--- config.mk ---
export PLATFORM = sky130hd
export DESIGN_NAME = ir_queue
export DESIGN_NICKNAME = d
export VERILOG_FILES = /design/src/rtl/ir_queue.sv
export SDC_FILE = /design/constraint.sdc
export NUM_CORES = 1
export LEC_CHECK = 0
export ABC_AREA = 1
export BUFFER_PORTS_ARGS = -buffer_cell sky130_fd_sc_hd__buf_4
export CAP_MARGIN = 20
export CORE_MARGIN = 10
export CORE_UTILIZATION = 50
export DETAILED_ROUTE_END_ITERATION = 10
export GPL_ROUTABILITY_DRIVEN = 0
export PLACE_DENSITY = 0.81
export RECOVER_POWER = 50
export SETUP_SLACK_MARGIN = 0.02
export SYNTH_ARGS = -nofsm -noshare
export SYNTH_HDL_FRONTEND = slang
export SYNTH_SLANG_ARGS = --single-unit
--- constraint.sdc ---
create_clock -name clk -period 3.97 [get_ports clk]
set_clock_uncertainty 0.1 [all_clocks]
set_input_delay 0.397 -clock clk [delete_from_list [all_inputs] [get_ports clk]]
set_output_delay 0.397 -clock clk [all_outputs]
set_load 0.02 [all_outputs]
--- src/rtl/ir_queue.sv ---
// Instruction register with a DEPTH-entry prefetch queue between fetch and decode.
// Presents the oldest word and its opcode field; flush clears the queue synchronously.
module ir_queue #(
  parameter int WIDTH = 16,
  parameter int DEPTH = 4,
  parameter int OPW   = 4,
  localparam int CW   = $clog2(DEPTH) + 1
) (
  input  logic             clk,
  input  logic             rst,
  input  logic             flush,
  input  logic             in_valid,
  output logic             in_ready,
  input  logic [WIDTH-1:0] d_in,
  output logic             out_valid,
  input  logic             out_ready,
  output logic [WIDTH-1:0] d_out,
  output logic [OPW-1:0]   opcode,
  output logic [CW-1:0]    count
);

  localparam int AW = $clog2(DEPTH);

  logic [WIDTH-1:0] mem [DEPTH];
  logic [AW-1:0]    wp;
  logic [AW-1:0]    rp;
  logic [CW-1:0]    cnt;
  logic             push;
  logic             pop;

  always_comb begin
    in_ready  = (cnt != CW'(DEPTH));
    out_valid = (cnt != '0);
    push      = in_valid & in_ready & ~flush;
    pop       = out_valid & out_ready & ~flush;
    d_out     = out_valid ? mem[rp] : '0;
    opcode    = d_out[WIDTH-1 -: OPW];
    count     = cnt;
  end

  // Pointers wrap naturally because DEPTH is a power of two.
  always_ff @(posedge clk or negedge rst) begin
    if (!rst) begin
      wp  <= '0;
      rp  <= '0;
      cnt <= '0;
    end else if (flush) begin
      wp  <= '0;
      rp  <= '0;
      cnt <= '0;
    end else begin
      if (push) wp <= wp + 1'b1;
      if (pop)  rp <= rp + 1'b1;
      if (push && !pop)      cnt <= cnt + 1'b1;
      else if (pop && !push) cnt <= cnt - 1'b1;
    end
  end

  // Storage is never cleared; entries outside rp..wp are unobservable.
  always_ff @(posedge clk) begin
    if (push) mem[wp] <= d_in;
  end

endmodule

==> run_results.csv <==
group,metric,value,unit
outcome,outcome,"completed",
synthesis,ys_seq_area_share,69.8,%
timing,max_clock_freq,354,MHz
synthesis,muxShareOfSynthArea,0,%
synthesis,synth_top_family_by_area,"simple AND/OR/NAND/NOR gates",
synthesis,synth_top_area_share,63.9,%
setup_path,cp_max_fo,18,
timing,layout_setup_ws,1140,ps
drt,vias,1987,
synthesis,synthesis.nets,285,
setup_path,critPathCaptureType,"output pin",
timing,worst_slew_pin_slew,1070,ps
synthesis,syn-cell-area,0.00301,mm^2
synthesis,synth-adder-area-share,2.33,%
synthesis,synth_xor_area_share,0.291,%
clock_network,cts.sinks,71,
global_routing,antenna_found_initial,0,
run,drv_cap,0,
synthesis,yosys-top-cells-area,"edfxtp_1, nor2_1, dfrtp_1, o21ai_0, a21oi_1",
clock_network,clk_latency,330,ps
power_and_ir_drop,p_leak,1.31,nW
drt,drcViolationCount,0,
drt,route.antenna.remaining_nets,0,
timing,post-route-period-util,71.2,%
setup_path,crit_type,"reg2out",
synthesis,synth_cells,259,
timing,setup_viol,0,
power_and_ir_drop,p_int,1.48,mW
timing,min_period,2830,ps
synthesis,yosys_warnings,0,
power_and_ir_drop,p_switching,929,uW
synthesis,yosys.area.top_type,"edfxtp_1",
drt,drt_iter0_drc,114,
synthesis,ys_seq_elements,71,
floorplan,initial_utilization,51.1,%
setup_path,worstSetupStartpointType,"flop",
global_routing,first_global_vias,1993,
layout,antenna_cells,0,
placed_design,post-place-ws,1680,ps
floorplan,die_area,0.00951,mm^2
drt,drt_first_pass_iters,4,
clock_network,h-tree-depth,3,
global_routing,grt_pass1_wl,9920,um
layout,final_common_cell,"nor2_1",
clock_network,cts_root_buf,"clkbuf_8",
floorplan,die_w,97.5,um
clock_network,max-clock-path-buffers,2,
clock_network,cts_tree,"done",
power_and_ir_drop,p_clk_share,22.3,%
layout,layout_common_cells,"nor2_1, edfxtp_1, o21ai_0, buf_4, clkbuf_1",
layout,fin_nets,332,
power_and_ir_drop,combPwrFrac,39.7,%
floorplan,die_h,97.5,um
placed_design,numPortBuffers,45,
drt,routed_wirelength,6010,um
synthesis,yosysUniqueCellTypes,23,
drt,viasPerCell,5.15,
clock_network,cts_buffers,9,
global_routing,grt_usage,12.8,%
clock_network,post_cts_resized,0,
setup_path,worst-endpoint-arrival,2330,ps
timing,hold_viol_final,0,
timing,maxSlewViolCount,0,
global_routing,grt_max_degree,34,
layout,drive_gt1_share,15.1,%
timing,grt_setup_unrepaired,"no",
power_and_ir_drop,ir_worst_vdd,388,uV
placed_design,hpwl,4020,um
setup_path,critPathRequiredTime,3470,ps
floorplan,num_rows,28,
global_routing,grt-ovfl-total,0,
synthesis,yosys.area_share.simple,13.0,%
drt,post_drt_wl_per_cell,15.6,um
timing,relSlewSlack,28.9,%
timing,tns,0,ps
floorplan,io_pins,46,
min_path,hold_path.class,"in2reg",
power_and_ir_drop,power_density,692,mW/mm^2
floorplan,coreArea,0.00589,mm^2
power_and_ir_drop,p_seq_share,37.9,%
layout,area_growth,15.9,%
clock_network,clkTransAtPathRegs,70,ps
synthesis,synth_compound_area_share,9.58,%
synthesis,synth.avg_cell_area,11.6,um^2
power_and_ir_drop,p_sw_share,38.5,%
[final timing paths]
kind	start	to	slack, ps	depth (start not counted)
worst max-delay path	rp[1]	d_out[13]	1140	5
worst min-delay path	d_in[8]	mem[0][8]	230	1
worst max register to register	count[2]	mem[2][3]	1630	6
worst min register to register	count[1]	count[1]	460	2
max in group asynchronous	rst	rp[1]	3070	2
min in group asynchronous	rst	wp[1]	400	2
[per-layer routing]
layer / up-vias / track usage [%] / routed length [um]
li1: 970 / - / -
met5: - / 0 / 0
met4: 0 / 5.82 / 83
met3: 9 / 4.41 / 415
met2: 62 / 20.9 / 3020
met1: 946 / 14.9 / 2490
[power groups by stage]
stage | sequential [mW] | clock (mW) | combinational, mW
after CTS | 0.916 | 0.550 | 1.02
after global placement | 0.930 | 0 | 1.00
after floorplan | 0.937 | 0 | 0.655
after detailed placement | 0.933 | 0 | 1.01
final | 0.915 | 0.539 | 0.957
after global routing | 0.924 | 0.581 | 1.06
[state kept, by name, indices dropped and copies added (netlist names)]
signal / cells
mem: 64
wp: 2
rp: 2
count: 3
[stage by stage]
stage / hold WS (ps) / area, um^2 / cells / utilization [%] / power (mW)
floorplan: 1.41 / 3010 / 259 / - / 1.59
global placement: 117 / 3390 / 369 / 57.6 / 1.93
detailed placement: 119 / 3390 / 369 / 57.6 / 1.95
CTS: 146 / 3590 / 386 / 61.0 / 2.48
global route: 224 / 3480 / 386 / 59.2 / 2.57
finish: 227 / 3480 / 386 / 59.2 / 2.41
[worst max-delay path: stages, from the launching register on]
cell and delay, ps:
dfrtp_1 730, inv_1 490, nor2_1 190, o21ai_0 100
a21oi_1 280, buf_4 200
[what timing repair did]
| item | CTS | global route |
|---|---|---|
| setup endpoints to repair | 0 | 0 |
| setup buffers | 0 | 0 |
| endpoints found under the hold margin | 7 | 0 |
| hold buffers | 1 | 0 |
[synth_stat cells]
cell type and count:
nor2_1 68, edfxtp_1 64, o21ai_0 34, a21oi_1 19, inv_1 15, nand2_1 14
buf_2 8, dfrtp_1 7, buf_4 4, ha_1 4, inv_2 3, nand2_2 3
nand3_1 3, a21oi_2 2, clkbuf_2 2, nor2_2 2, clkbuf_1 1, fa_1 1
nand2_4 1, nand3_4 1, nand3b_1 1, o21ai_1 1, xor2_1 1
[layout make-up]
type / instances / area, um^2
Clock buffer: 9 / 124
Clock inverter: 7 / 63.8
Fill cell: 495 / 2400
Inverter: 18 / 67.6
Multi-Input combinational cell: 155 / 738
Sequential cell: 71 / 2100
Tap cell: 75 / 93.8
Timing Repair Buffer: 51 / 299
[cells by family after synthesis]
logic type / count (synthesis)
AOI/OAI and AO/OA: 56
xor gates and xnor gates: 1
adders and majority gates: 5
buffers and inverters: 33
DFF: 71
and+or+nand+nor: 93
No activity file was read; power rests on OpenSTA's default activity.
